<file path="config.mk">
export PLATFORM = sky130hd
export DESIGN_NAME = mem_port_arbiter_flat
export DESIGN_NICKNAME = d
export VERILOG_FILES = /design/src/rtl/mem_port_arbiter_if.sv /design/src/rtl/mem_port_arbiter.sv /design/src/flat_wrapper.sv
export SDC_FILE = /design/constraint.sdc
export NUM_CORES = 1
export LEC_CHECK = 0
export CORE_MARGIN = 2
export CORE_UTILIZATION = 42
export CTS_BUF_LIST = sky130_fd_sc_hd__clkbuf_4
export CTS_CLUSTER_DIAMETER = 80
export DETAILED_ROUTE_END_ITERATION = 8
export HOLD_SLACK_MARGIN = 0.15
export PLACE_DENSITY = 0.81
export SLEW_MARGIN = 30
export SYNTH_ARGS = -nofsm -noshare
export SYNTH_HDL_FRONTEND = slang
export SYNTH_SLANG_ARGS = --single-unit
</file>
<file path="constraint.sdc">
create_clock -name clk -period 1.71 [get_ports clk]
set_clock_uncertainty 0.05 [all_clocks]
set_input_delay 0.513 -clock clk [delete_from_list [all_inputs] [get_ports clk]]
set_output_delay 0.513 -clock clk [all_outputs]
set_load 0.005 [all_outputs]
</file>
<file path="src/rtl/mem_port_arbiter_if.sv">
// Bus bundle for mem_port_arbiter: CPU and debug requester ports, memory port and error flags.
// slave = arbiter view; master = environment (requesters plus memory).
interface mem_port_arbiter_if #(
  parameter int unsigned ADDR_W = 16,
  parameter int unsigned DATA_W = 16
);
  logic              cpu_req;
  logic              cpu_we;
  logic [ADDR_W-1:0] cpu_addr;
  logic [DATA_W-1:0] cpu_wdata;
  logic              cpu_gnt;
  logic              cpu_done;
  logic [DATA_W-1:0] cpu_rdata;

  logic              dbg_req;
  logic              dbg_we;
  logic [ADDR_W-1:0] dbg_addr;
  logic [DATA_W-1:0] dbg_wdata;
  logic              dbg_gnt;
  logic              dbg_done;
  logic [DATA_W-1:0] dbg_rdata;

  logic              mem_req;
  logic              mem_we;
  logic [ADDR_W-1:0] mem_addr;
  logic [DATA_W-1:0] mem_wdata;
  logic              mem_ack;
  logic [DATA_W-1:0] mem_rdata;

  logic              xfer_err;
  logic              err_sticky;

  modport slave (
    input  cpu_req, cpu_we, cpu_addr, cpu_wdata,
    output cpu_gnt, cpu_done, cpu_rdata,
    input  dbg_req, dbg_we, dbg_addr, dbg_wdata,
    output dbg_gnt, dbg_done, dbg_rdata,
    output mem_req, mem_we, mem_addr, mem_wdata,
    input  mem_ack, mem_rdata,
    output xfer_err, err_sticky
  );

  modport master (
    output cpu_req, cpu_we, cpu_addr, cpu_wdata,
    input  cpu_gnt, cpu_done, cpu_rdata,
    output dbg_req, dbg_we, dbg_addr, dbg_wdata,
    input  dbg_gnt, dbg_done, dbg_rdata,
    input  mem_req, mem_we, mem_addr, mem_wdata,
    output mem_ack, mem_rdata,
    input  xfer_err, err_sticky
  );
endinterface

</file>
<file path="src/rtl/mem_port_arbiter.sv">
// Registered round-robin arbiter sharing one ack-based memory port between CPU and debug, with a
// watchdog abort. Define MEM_ARB_DBG_PRIORITY_EN to make debug win every tie (fixed priority).
module mem_port_arbiter #(
  parameter int unsigned ADDR_W  = 16,
  parameter int unsigned DATA_W  = 16,
  parameter int unsigned TIMEOUT = 15
) (
  input logic               clk,
  input logic               rst,
  mem_port_arbiter_if.slave bus
);

  typedef enum logic {StIdle, StBusy} state_e;
  typedef enum logic {OwnCpu, OwnDbg} owner_e;

  localparam logic [7:0] WdogLast = 8'(TIMEOUT - 1);

  state_e            state_q, state_d;
  owner_e            last_owner_q, last_owner_d;
  logic [7:0]        wdog_q, wdog_d;
  logic              cpu_gnt_q, cpu_gnt_d;
  logic              dbg_gnt_q, dbg_gnt_d;
  logic              cpu_done_q, cpu_done_d;
  logic              dbg_done_q, dbg_done_d;
  logic [DATA_W-1:0] cpu_rdata_q, cpu_rdata_d;
  logic [DATA_W-1:0] dbg_rdata_q, dbg_rdata_d;
  logic              mem_req_q, mem_req_d;
  logic              mem_we_q, mem_we_d;
  logic [ADDR_W-1:0] mem_addr_q, mem_addr_d;
  logic [DATA_W-1:0] mem_wdata_q, mem_wdata_d;
  logic              xfer_err_q, xfer_err_d;
  logic              err_sticky_q, err_sticky_d;

  logic              win_dbg;
  logic [DATA_W-1:0] fin_rdata;

`ifdef MEM_ARB_DBG_PRIORITY_EN
  assign win_dbg = bus.dbg_req;
`else
  // On a tie the port that did not own the previous transfer wins.
  assign win_dbg = bus.dbg_req && (!bus.cpu_req || (last_owner_q == OwnCpu));
`endif

  // An aborted transfer returns zero instead of whatever is on mem_rdata.
  assign fin_rdata = bus.mem_ack ? bus.mem_rdata : '0;

  always_comb begin
    state_d      = state_q;
    last_owner_d = last_owner_q;
    wdog_d       = wdog_q;
    cpu_gnt_d    = 1'b0;
    dbg_gnt_d    = 1'b0;
    cpu_done_d   = 1'b0;
    dbg_done_d   = 1'b0;
    xfer_err_d   = 1'b0;
    cpu_rdata_d  = cpu_rdata_q;
    dbg_rdata_d  = dbg_rdata_q;
    mem_req_d    = mem_req_q;
    mem_we_d     = mem_we_q;
    mem_addr_d   = mem_addr_q;
    mem_wdata_d  = mem_wdata_q;
    err_sticky_d = err_sticky_q;

    unique case (state_q)
      StIdle: begin
        mem_req_d = 1'b0;
        if (bus.cpu_req || bus.dbg_req) begin
          state_d   = StBusy;
          mem_req_d = 1'b1;
          wdog_d    = 8'd0;
          if (win_dbg) begin
            last_owner_d = OwnDbg;
            dbg_gnt_d    = 1'b1;
            mem_we_d     = bus.dbg_we;
            mem_addr_d   = bus.dbg_addr;
            mem_wdata_d  = bus.dbg_wdata;
          end else begin
            last_owner_d = OwnCpu;
            cpu_gnt_d    = 1'b1;
            mem_we_d     = bus.cpu_we;
            mem_addr_d   = bus.cpu_addr;
            mem_wdata_d  = bus.cpu_wdata;
          end
        end
      end
      StBusy: begin
        // Ack on the watchdog's last cycle still completes normally.
        if (bus.mem_ack || (wdog_q == WdogLast)) begin
          state_d      = StIdle;
          mem_req_d    = 1'b0;
          wdog_d       = 8'd0;
          xfer_err_d   = !bus.mem_ack;
          err_sticky_d = err_sticky_q | !bus.mem_ack;
          if (last_owner_q == OwnDbg) begin
            dbg_done_d  = 1'b1;
            dbg_rdata_d = fin_rdata;
          end else begin
            cpu_done_d  = 1'b1;
            cpu_rdata_d = fin_rdata;
          end
        end else begin
          wdog_d = wdog_q + 8'd1;
        end
      end
      default: ;
    endcase
  end

  always_ff @(posedge clk) begin
    if (rst) begin
      state_q      <= StIdle;
      last_owner_q <= OwnDbg;
      wdog_q       <= 8'd0;
      cpu_gnt_q    <= 1'b0;
      dbg_gnt_q    <= 1'b0;
      cpu_done_q   <= 1'b0;
      dbg_done_q   <= 1'b0;
      cpu_rdata_q  <= '0;
      dbg_rdata_q  <= '0;
      mem_req_q    <= 1'b0;
      mem_we_q     <= 1'b0;
      mem_addr_q   <= '0;
      mem_wdata_q  <= '0;
      xfer_err_q   <= 1'b0;
      err_sticky_q <= 1'b0;
    end else begin
      state_q      <= state_d;
      last_owner_q <= last_owner_d;
      wdog_q       <= wdog_d;
      cpu_gnt_q    <= cpu_gnt_d;
      dbg_gnt_q    <= dbg_gnt_d;
      cpu_done_q   <= cpu_done_d;
      dbg_done_q   <= dbg_done_d;
      cpu_rdata_q  <= cpu_rdata_d;
      dbg_rdata_q  <= dbg_rdata_d;
      mem_req_q    <= mem_req_d;
      mem_we_q     <= mem_we_d;
      mem_addr_q   <= mem_addr_d;
      mem_wdata_q  <= mem_wdata_d;
      xfer_err_q   <= xfer_err_d;
      err_sticky_q <= err_sticky_d;
    end
  end

  assign bus.cpu_gnt    = cpu_gnt_q;
  assign bus.dbg_gnt    = dbg_gnt_q;
  assign bus.cpu_done   = cpu_done_q;
  assign bus.dbg_done   = dbg_done_q;
  assign bus.cpu_rdata  = cpu_rdata_q;
  assign bus.dbg_rdata  = dbg_rdata_q;
  assign bus.mem_req    = mem_req_q;
  assign bus.mem_we     = mem_we_q;
  assign bus.mem_addr   = mem_addr_q;
  assign bus.mem_wdata  = mem_wdata_q;
  assign bus.xfer_err   = xfer_err_q;
  assign bus.err_sticky = err_sticky_q;

endmodule

</file>
<file path="src/flat_wrapper.sv">
// flat-port wrapper written by rule: the top's interface ports become plain ports
module mem_port_arbiter_flat 
#(
  parameter int unsigned ADDR_W  = 16,
  parameter int unsigned DATA_W  = 16,
  parameter int unsigned TIMEOUT = 15
)
  (clk, rst, bus_cpu_req, bus_cpu_we, bus_cpu_addr, bus_cpu_wdata, bus_cpu_gnt, bus_cpu_done, bus_cpu_rdata, bus_dbg_req, bus_dbg_we, bus_dbg_addr, bus_dbg_wdata, bus_dbg_gnt, bus_dbg_done, bus_dbg_rdata, bus_mem_req, bus_mem_we, bus_mem_addr, bus_mem_wdata, bus_mem_ack, bus_mem_rdata, bus_xfer_err, bus_err_sticky);
  mem_port_arbiter_if #(.ADDR_W(ADDR_W), .DATA_W(DATA_W)) bus_i ();
  input logic clk;
  input logic rst;
  input wire logic [$bits(bus_i.cpu_req)-1:0] bus_cpu_req;
  input wire logic [$bits(bus_i.cpu_we)-1:0] bus_cpu_we;
  input wire logic [$bits(bus_i.cpu_addr)-1:0] bus_cpu_addr;
  input wire logic [$bits(bus_i.cpu_wdata)-1:0] bus_cpu_wdata;
  output wire logic [$bits(bus_i.cpu_gnt)-1:0] bus_cpu_gnt;
  output wire logic [$bits(bus_i.cpu_done)-1:0] bus_cpu_done;
  output wire logic [$bits(bus_i.cpu_rdata)-1:0] bus_cpu_rdata;
  input wire logic [$bits(bus_i.dbg_req)-1:0] bus_dbg_req;
  input wire logic [$bits(bus_i.dbg_we)-1:0] bus_dbg_we;
  input wire logic [$bits(bus_i.dbg_addr)-1:0] bus_dbg_addr;
  input wire logic [$bits(bus_i.dbg_wdata)-1:0] bus_dbg_wdata;
  output wire logic [$bits(bus_i.dbg_gnt)-1:0] bus_dbg_gnt;
  output wire logic [$bits(bus_i.dbg_done)-1:0] bus_dbg_done;
  output wire logic [$bits(bus_i.dbg_rdata)-1:0] bus_dbg_rdata;
  output wire logic [$bits(bus_i.mem_req)-1:0] bus_mem_req;
  output wire logic [$bits(bus_i.mem_we)-1:0] bus_mem_we;
  output wire logic [$bits(bus_i.mem_addr)-1:0] bus_mem_addr;
  output wire logic [$bits(bus_i.mem_wdata)-1:0] bus_mem_wdata;
  input wire logic [$bits(bus_i.mem_ack)-1:0] bus_mem_ack;
  input wire logic [$bits(bus_i.mem_rdata)-1:0] bus_mem_rdata;
  output wire logic [$bits(bus_i.xfer_err)-1:0] bus_xfer_err;
  output wire logic [$bits(bus_i.err_sticky)-1:0] bus_err_sticky;
  assign bus_i.cpu_req = bus_cpu_req;
  assign bus_i.cpu_we = bus_cpu_we;
  assign bus_i.cpu_addr = bus_cpu_addr;
  assign bus_i.cpu_wdata = bus_cpu_wdata;
  assign bus_cpu_gnt = bus_i.cpu_gnt;
  assign bus_cpu_done = bus_i.cpu_done;
  assign bus_cpu_rdata = bus_i.cpu_rdata;
  assign bus_i.dbg_req = bus_dbg_req;
  assign bus_i.dbg_we = bus_dbg_we;
  assign bus_i.dbg_addr = bus_dbg_addr;
  assign bus_i.dbg_wdata = bus_dbg_wdata;
  assign bus_dbg_gnt = bus_i.dbg_gnt;
  assign bus_dbg_done = bus_i.dbg_done;
  assign bus_dbg_rdata = bus_i.dbg_rdata;
  assign bus_mem_req = bus_i.mem_req;
  assign bus_mem_we = bus_i.mem_we;
  assign bus_mem_addr = bus_i.mem_addr;
  assign bus_mem_wdata = bus_i.mem_wdata;
  assign bus_i.mem_ack = bus_mem_ack;
  assign bus_i.mem_rdata = bus_mem_rdata;
  assign bus_xfer_err = bus_i.xfer_err;
  assign bus_err_sticky = bus_i.err_sticky;
  mem_port_arbiter #(.ADDR_W(ADDR_W), .DATA_W(DATA_W), .TIMEOUT(TIMEOUT)) u_core (.clk(clk), .rst(rst), .bus(bus_i));
endmodule
</file>
==> results of run 1 <==
## layer usage
layer	vias to the layer above	part of all wire (%)	wire length [um]
li1	1631	-	-
met4	0	2.2	205
met1	1563	40	3770
met5	-	0	0
met2	150	48	4460
met3	15	9.7	904
## kinds of logic after synthesis
group / count (synthesis)
compound gates: 131
xor+xnor: 1
fa+ha+maj: 2
buf+inv: 37
flops: 82
mux: 1
simple gates: 89
## report_power, final
group          internal, mW  switching, mW  total (mW)
clock network         0.465          0.676        1.14
registers              2.03         0.0599        2.09
logic                 0.430          0.294       0.724
## metrics by stage
| stage | power, mW | hold WS [ns] |
|---|---|---|
| after floorplan | 2.40 | 0.411 |
| after global placement | 2.88 | 0.413 |
| after detailed placement | 2.90 | 0.424 |
| after CTS | 3.97 | 0.378 |
| after global routing | 4.13 | 0.384 |
| final | 3.95 | 0.392 |
## path summary, 6_finish.rpt
path | end | depth (start not counted)
max | u_core.bus.dbg_rdata[11] | 4
min | u_core.bus.mem_req | 3
max reg2reg | u_core.bus.dbg_rdata[11] | 4
min reg2reg | u_core.bus.err_sticky | 2
## flip-flops by register name, indices dropped and copies added (netlist names)
register               cells
u_core.bus.xfer_err        1
u_core.last_owner_q        1
u_core.bus.dbg_gnt         1
u_core.bus.mem_we          1
u_core.bus.cpu_gnt         1
u_core.bus.mem_wdata      16
u_core.bus.cpu_rdata      16
u_core.wdog_q              8
u_core.bus.mem_addr       16
u_core.state_q             1
u_core.bus.cpu_done        1
u_core.bus.mem_req         1
u_core.bus.dbg_done        1
u_core.bus.dbg_rdata      16
u_core.bus.err_sticky      1
## final cells by class
cell class / count / area [um^2]
Multi-Input combinational cell: 224 / 1520
Clock buffer: 10 / 75.1
Tap cell: 102 / 128
Timing Repair Buffer: 189 / 1790
Clock inverter: 6 / 67.6
Fill cell: 613 / 2410
Sequential cell: 82 / 1710
Inverter: 6 / 22.5
## worst max-delay path: cells and delay by family, from the launching register on
kind               cells  cell delay, ns
DFF                    1            0.36
and+or+nand+nor        2            0.54
AOI/OAI and AO/OA      2            0.52
## repair_timing
action,in CTS,in global routing
cloned,0,0
pin swaps,0,1
gates resized for setup,129,7
endpoints found under the setup margin,104,13
buffers inserted,8,0
## layout by cell type, fill, tap and decap left out, types with 5 or more instances in the layout
master / synthesis / routed
sky130_fd_sc_hd__buf_4: 1 / 26
sky130_fd_sc_hd__a221o_1: 33 / 33
sky130_fd_sc_hd__nand2_1: 23 / 23
sky130_fd_sc_hd__dfxtp_1: 82 / 25
sky130_fd_sc_hd__a21oi_1: 53 / 53
sky130_fd_sc_hd__inv_1: 5 / 5
sky130_fd_sc_hd__clkdlybuf4s50_1: 0 / 83
sky130_fd_sc_hd__a31oi_1: 6 / 6
sky130_fd_sc_hd__and2_1: 33 / 33
sky130_fd_sc_hd__dlygate4sd2_1: 0 / 72
sky130_fd_sc_hd__dfxtp_2: 0 / 57
sky130_fd_sc_hd__a311oi_1: 16 / 16
sky130_fd_sc_hd__nor3_1: 5 / 5
sky130_fd_sc_hd__buf_12: 0 / 5
sky130_fd_sc_hd__clkbuf_4: 0 / 10
sky130_fd_sc_hd__a211oi_1: 17 / 17
sky130_fd_sc_hd__nor2_1: 9 / 8
==> results.cfg, run 1 <==
[timing]
setup_viol_count_final = 0
fin_setup_tns_ns = 0
maxSlewHeadroom_pct = 70.4
worst-slew-pin-transition_ns = 0.444
final_hold_viol_count = 0
worst_slack_ns = 0.103
timing_max_transition_violations_final = 0
max_clock_freq_mhz = 622
rsz0062_at_grt = no
finalCriticalPeriod_ns = 1.61
min_period_over_period_pct = 94.0

[synth]
muxShareOfSynthArea_pct = 0.300
synthesis.area_um2 = 3340
synthArstFlopShare_pct = 0
synth.lib_cells_used.distinct = 35
area_fraction_in_compound_gates_after_synthesis_pct = 28.9
syn-instance-count = 343
main_combinational_cell_family_by_area_after_synthesis = compound AO/OA/AOI/OAI gates
synth_top_cell_area_share_pct = 49.2
yosys.area_share.adder_pct = 0.750
synth_warnings = 0
synth_xor_xnor_area_share_pct = 0.262
post_synth.cell_area_avg_um2 = 9.73
most_numerous_cell_in_the_yosys_netlist = sky130_fd_sc_hd__dfxtp_1
yosys-top-cells-count = sky130_fd_sc_hd__dfxtp_1 (82), sky130_fd_sc_hd__a21oi_1 (53), sky130_fd_sc_hd__a221o_1 (33), sky130_fd_sc_hd__and2_1 (33), sky130_fd_sc_hd__nand2_1 (23)
synth-edff-count = 0
seq_cells_post_synth = 82
syn_nets = 432
synthSimpleGateAreaFrac_pct = 14.6
synth_seq_area_share_pct = 49.2
synth_ff_type = sky130_fd_sc_hd__dfxtp_1
synth_top_cells_by_area = sky130_fd_sc_hd__dfxtp_1 (49%), sky130_fd_sc_hd__a221o_1 (9.9%), sky130_fd_sc_hd__a21oi_1 (7.9%), sky130_fd_sc_hd__and2_1 (6.2%), sky130_fd_sc_hd__a311oi_1 (4.2%)
synth_top_area_cell = sky130_fd_sc_hd__dfxtp_1

[placed_design]
post-dp-hpwl_mm = 6.65
placed_area_um2 = 5100
numPlacedInstances = 595
buffer_ports.inserted = 158
post-place-ws_ns = -0.407
place_congestion = 0.902

[worst_setup_path]
critical_path.startpoint_type = flop
critical_path_peak_fanout = 33
crit_required_ns = 1.94
crit_path_start = u_core.wdog_q[7]
reg2reg_from = u_core.wdog_q[7]
cp-end-kind = flop
critical_setup_path_kind = flop to flop
reg2reg_slack_ns = 0.10
timing.critical_path.cells = nor4_4, and3_4, o21a_4, a311oi_1
cp_data_arrival_time_ns = 1.83
cpPeakStageDelay_ns = 0.36
crit_slowest_cell = sky130_fd_sc_hd__dfxtp_1

[grt]
grt_max_degree = 44
via_count_of_the_first_global_routing_pass = 3234
grt-ovfl-total = 0
groute.layer.met2.usage_pct = 36.2
grt_util_met1_pct = 25.6
wire_length_of_the_first_global_routing_pass_mm = 15.0
antenna_violations_before_repair = 0
global_route.usage.total_pct = 21.6
grt_use_met3_pct = 6.93
busiest_layer = met2

[floorplanning]
pin_count = 159
floorplan.die.width_um = 93.1
dieArea_um2 = 8670
core-area_um2 = 7730
dieHeight_um = 93.1
effective_utilization_at_floorplan_pct = 43.2
core.rowCount = 32

[detailed_routing]
remaining_drc_errors = 0
vias = 3359
wire_length_per_cell_after_detailed_routing_um = 15.1
drt_first_pass_iters = 4
drt-vias-per-instance = 5.43
drt_first_iter_violations = 109
wl_mm = 9.34
detail-route-antenna-nets = 0

[clocking]
clock_sinks = 82
worst_skew_pair.late_latency_ns = 0.41
cts_hold_buffers = 0
cts.clk_slew.worst_paths_ns = 0.13
cts_max_level = 3
clock_path_buffers = 2
cts_made_buffers = 9
tritoncts_clock_tree = done
clock-root-buffer = sky130_fd_sc_hd__clkbuf_4

[layout]
num-nets-final = 601
post_route_cells_drive_above_1_share_pct = 22.4
synthToLayoutAreaGrowth_pct = 59.2
antenna_cells_inserted = 0
postLayoutCoreUtil_pct = 68.8
final-instance-count-excl-fill = 619
final_instance_area_um2 = 5310

[worst_hold_path]
min-delay-path-class = input pin to flop
min_from = rst

[power_and_ir_drop]
power.ir.vdd_worst_mv = 0.331
p_per_area_nw_per_um2 = 744
leakage_nw = 2.30

[job]
cap_violations = 0

[status]
outcome = completed
Power figures use the tool's default switching activity.
==> run 2, diff against run 1 <==
- CTS_CLUSTER_DIAMETER: 80 -> not set
==> results of run 2 <==
No change in the layout: final DEF, timing and power equal those of run 1.
==> edit 1: new RTL, flow settings as in run 2 <==
Reset style: asynchronous (`rst`), changed in one clocked block.
--- a/src/rtl/mem_port_arbiter.sv
+++ b/src/rtl/mem_port_arbiter.sv
@@ -108,3 +108,3 @@
 
-  always_ff @(posedge clk) begin
+  always_ff @(posedge clk or posedge rst) begin
     if (rst) begin
Check against the original RTL: differs if rst is asserted again (counterexample within 4 cycles, from zero or initial values and one cycle with rst high); with rst held inactive, the same outputs for 10 cycles.
==> edit 1 against run 2 <==
Synthesized area rose by 5.1%. Sequential cell count did not move. Non-clock buffer count rose by 8. Wire length fell by 2.5%. Fmax fell by 2.9%. Final area rose by 4.6%. Worst setup slack got worse by 0.049 ns.
Power is not compared: it rests on default switching activity, and its combinational part moved more than twofold at a synthesized area within 25%.
==> edit 1: results (changes against run 2) <==
placed insts=555 (-6.7%); GPL Wtd Cong=0.877 (-2.7%); syn_area_per_cell=11.8 µm² (+21%); vias in the first global route=3015 (-6.8%); Max IR drop VDD=475 µV; Tot GR Track Use=20.0% (-1.6 points); CTS HTree Levels=3 (unchanged); Hold WC Path Type=flop to flop; FFs w/ async S/R, synth=100% (+100 points); Non-Filler Instances=594 (-4.0%); DRT Pass-1 Iters=4 (unchanged); total CTS buffers=9 (unchanged); initial antenna violation count=0 (unchanged); CP top delay family=flip-flops; outcome=finished, final reports clean; post-detail-place hpwl=6760 µm (+1.8%); ant diodes=0 (unchanged); pin count of the biggest net entering global routing=44 (unchanged); synth unique cells=31 (-11%); ranking of synthesized cells by area=dfrtp_1 58%, mux2i_1 9.4%, a32o_1 9.1%; top cells by count, synth=81 x dfrtp_1, 39 x nand2_1, 39 x o21ai_0, 33 x mux2i_1, 32 x a32o_1; syn_nets=387 (-10%); CTS max path bufs=2 (unchanged); total number of vias=3099 (-7.7%); slowest CP cell=dfrtp_1; Worst path max stage delay=0.41 ns (+0.05 ns); register area share after synthesis=58.5% (+9.3 points); root buffer cell=clkbuf_4; worst-margin pin slew=0.312 ns (-0.132 ns); crit path max fanout=2 (-94%); Pleak=0.00264 µW; Clk Latency, worst-skew pair=0.41 ns (about the same); Area after DPL=5310 µm² (+4.1%); CP Data Arrival Time=1.09 ns (-0.74 ns); Ys Warns=0 (unchanged); layout cell share with drive strength beyond 1=12.7% (-9.8 points); Clock Pin Slew Worst Setup and Hold Paths=0.12 ns; # port buffers=158 (unchanged); Routed WL per cell=15.3 µm (+1.6%); initial DRC count=139 (+28%); first-pass GRT wire length=13900 µm (-7.1%); fin nets=573 (-4.7%)
==> edit 1: path summary, 6_finish.rpt <==
path,from,endpoint,slack (ns),cells after the start
setup / recovery,u_core.bus.mem_addr[11]$_DFFE_PP0P_,bus_mem_addr[11],0.05,1
hold / removal,u_core.bus.mem_wdata[7]$_DFFE_PP0P_,u_core.bus.mem_wdata[7]$_DFFE_PP0P_,0.43,2
setup reg to reg,u_core.wdog_q[0]$_DFFE_PP0P_,u_core.wdog_q[6]$_DFFE_PP0P_,0.09,5
hold reg to reg,u_core.bus.mem_wdata[7]$_DFFE_PP0P_,u_core.bus.mem_wdata[7]$_DFFE_PP0P_,0.43,2
max in group asynchronous,rst,u_core.last_owner_q$_DFFE_PP1P_,0.88,3
min in group asynchronous,rst,u_core.bus.mem_wdata[3]$_DFFE_PP0P_,0.47,3
==> edit 1: worst register-to-register path: stages, from the launching register on <==
cell     delay [ns]
dfrtp_1        0.48
inv_1          0.08
ha_1           0.26
a31o_4         0.27
and2_1         0.19
nor3_1         0.22
==> edit 1: metrics by stage <==
step	utilization, %	worst slack [ns]	total power [µW]
2_1_floorplan	-	0.168	3480
3_5_place_dp	64.9	-0.322	4900
4_1_cts	67.6	0.0216	6030
3_3_place_gp	64.9	-0.290	4820
5_1_grt	68.0	-0.00712	6410
6_report	68.0	0.0545	6010
==> edit 1: cell type report <==
| cell class | count | area, µm² |
|---|---|---|
| tap | 105 | 131 |
| clock buffer | 9 | 67.6 |
| fill | 654 | 2620 |
| multi-input combinational | 188 | 1320 |
| timing repair buffer | 197 | 1870 |
| sequential | 82 | 2050 |
| clock inverter | 7 | 92.6 |
| inverter | 6 | 26.3 |
==> edit 1: layer usage <==
metal  vias to the layer above  part of all wire (%)  wire length, µm  global-route usage [%]
met1                      1469                    39             3580                    23.6
met5                         -                     0                0                       0
met2                       154                    48             4410                    34.4
met4                         0                   2.7              247                    9.64
met3                        21                   9.5              862                    4.66
li1                       1455                     -                -                       -
==> edit 1: power breakdown <==
group	internal (µW)	switching [µW]	total [µW]
Sequential	2430	275	2710
Combinational	1280	777	2060
Clock	591	651	1240
==> edit 1: timing repair <==
action,CTS,global route
endpoints found under the hold margin,0,0
setup endpoints to repair,72,8
setup buffers,20,3
cloned,0,0
hold buffers,0,0
gates resized for setup,72,6
==> edit 1: cells by family (layout without fill, tap and decap cells) <==
kind of cell / Yosys count / after routing / synth area share (%)
mux: 33 / 33 / 9.42
flops: 82 / 82 / 58.5
compound gates: 79 / 79 / 16.4
buf+inv: 28 / 219 / 4.17
xor+xnor: 4 / 4 / 0.999
fa+ha+maj: 2 / 2 / 0.713
simple gates: 70 / 70 / 9.74
==> edit 2: new RTL, settings of run 2 <==
Without the edit above. Build with the macro `MEM_ARB_DBG_PRIORITY_EN` defined.
--- a/src/rtl/mem_port_arbiter.sv
+++ b/src/rtl/mem_port_arbiter.sv
@@ -2,2 +2,4 @@
 // watchdog abort. Define MEM_ARB_DBG_PRIORITY_EN to make debug win every tie (fixed priority).
+`define MEM_ARB_DBG_PRIORITY_EN
+
 module mem_port_arbiter #(
Behaviour: not the same (Yosys sat finds a counterexample within 4 cycles, from zero or initial values and one cycle with rst high).
==> edit 2 against run 2 <==
Via count down 0.21%. Sequential cell count is the same. Worst setup slack lost 0.043 ns. Wire length up 4.9%. Fmax down 2.6%. Final area rose by 2.6%. Largest power group unchanged. Global-route usage is 1.1 points higher. Power grew 2.8%. Combinational power grew 4.6%. Synthesized area increased by 0.30%.
==> edit 2: results (changes against run 2) <==
CTS max path bufs=2 (unchanged); worst hold slack=0.416 ns (+0.0237 ns); Clock Pin Slew Worst Setup and Hold Paths=0.15 ns (+0.02 ns); Pleak=0.00234 µW (+1.8%); crit path max fanout=32 (-3.0%); FFs w/ async S/R, synth=0% (unchanged); Hold WC Path Type=flop to flop; Area after DPL=5200 µm² (+2.0%); Tot GR Track Use=22.7% (+1.1 points); DP Worst Slack=-0.373 ns (+0.0335 ns); worst-margin pin slew=0.409 ns (-0.0346 ns); initial antenna violation count=0 (unchanged); root buffer cell=clkbuf_4; vias in the first global route=3301 (+2.1%); CTS HTree Levels=3 (unchanged); GPL Wtd Cong=0.908 (+0.68%); Clk Latency, worst-skew pair=0.44 ns (+0.03 ns); synth unique cells=33 (-5.7%); top cells by count, synth=82 x dfxtp_1, 50 x a21oi_1, 34 x mux2i_1, 33 x o2bb2ai_1, 22 x nand2_1; syn_nets=431 (-0.23%); Worst Setup Slack, final=0.0603 ns (-0.0429 ns); ant diodes=0 (unchanged); slowest CP cell=dfxtp_1; DRT Pass-1 Iters=4 (unchanged); Routed WL per cell=15.7 µm (+4.0%); CP top delay family=compound AO/OA/AOI/OAI gates; Ys Warns=0 (unchanged); Worst Reg-to-Reg Cells=6 (+2); CP Data Arrival Time=1.96 ns (+0.13 ns); pin count of the biggest net entering global routing=38 (-14%); ranking of synthesized cells by area=dfxtp_1 49%, mux2i_1 10%, o2bb2ai_1 8.6%; initial DRC count=77 (-29%); DR vias/cell=5.37 (-1.0%); hold depth=1 (-2); first-pass GRT wire length=15600 µm (+4.3%); Worst path max stage delay=0.35 ns; # port buffers=158 (unchanged); register area share after synthesis=49.0% (-0.15 points); total CTS buffers=9 (unchanged); fin nets=606 (+0.83%); layout cell share with drive strength beyond 1=24.3% (+1.9 points); outcome=finished, final reports clean; Max IR drop VDD=397 µV (+20%); post-detail-place hpwl=7070 µm (+6.4%)
-- edit 2: cell types whose count changed after synthesis, moves of 5 or more --
cell / change
clkbuf_1: +11
mux2i_1: +33
o2bb2ai_1: +33
a221o_1: -33
buf_2: -11
and2_1: -31
buf_6: -5
-- edit 2: layer usage --
| layer | global-route usage [%] | wire [µm] |
|---|---|---|
| met3 | 5.96 | 940 |
| met4 | 9.93 | 198 |
| met5 | 0 | 0 |
| met1 | 26.3 | 3750 |
| met2 | 39.4 | 4900 |
-- edit 2: stage by stage --
stage,power (µW),utilization (%),cells
finish,4060,70.5,624
global route,4250,70.5,624
CTS,4090,70.1,624
detailed placement,2920,67.3,599
global placement,2900,67.3,599
floorplan,2390,-,342
-- edit 2: repair_timing --
action,CTS,global route
hold buffers,0,0
resized for setup,135,5
setup buffers,9,0
endpoints found under the setup margin,76,15
-- edit 2: power breakdown --
part	switching, µW	internal, µW	total (µW)
combinational	322	435	757
clock	749	473	1220
sequential	59.2	2020	2080
-- edit 2: path summary, 6_finish.rpt --
check                                        start                                     to
max reg2reg          u_core.wdog_q[0]$_SDFFE_PP0P_   u_core.bus.dbg_rdata[0]$_SDFFE_PP0P_
max                  u_core.wdog_q[0]$_SDFFE_PP0P_   u_core.bus.dbg_rdata[0]$_SDFFE_PP0P_
min reg2reg  u_core.bus.mem_wdata[15]$_SDFFE_PP0P_  u_core.bus.mem_wdata[15]$_SDFFE_PP0P_
min          u_core.bus.mem_wdata[15]$_SDFFE_PP0P_  u_core.bus.mem_wdata[15]$_SDFFE_PP0P_
-- edit 2: cells by family after synthesis --
logic type / Yosys count / share of synthesized area [%]
compound gates: 125 / 25.9
flops: 82 / 49.0
buf+inv: 35 / 4.37
fa+ha+maj: 2 / 0.748
mux: 34 / 10.2
simple gates: 62 / 9.20
xor+xnor: 2 / 0.523
-- edit 2: area by class of cell --
cell class,count,area [µm²]
clock buffers,9,67.6
fillers,607,2280
well taps,102,128
inverters,5,18.8
flip-flops and latches,82,1720
clock inverters,7,83.8
multi-input cells,225,1610
repair buffers,194,1820
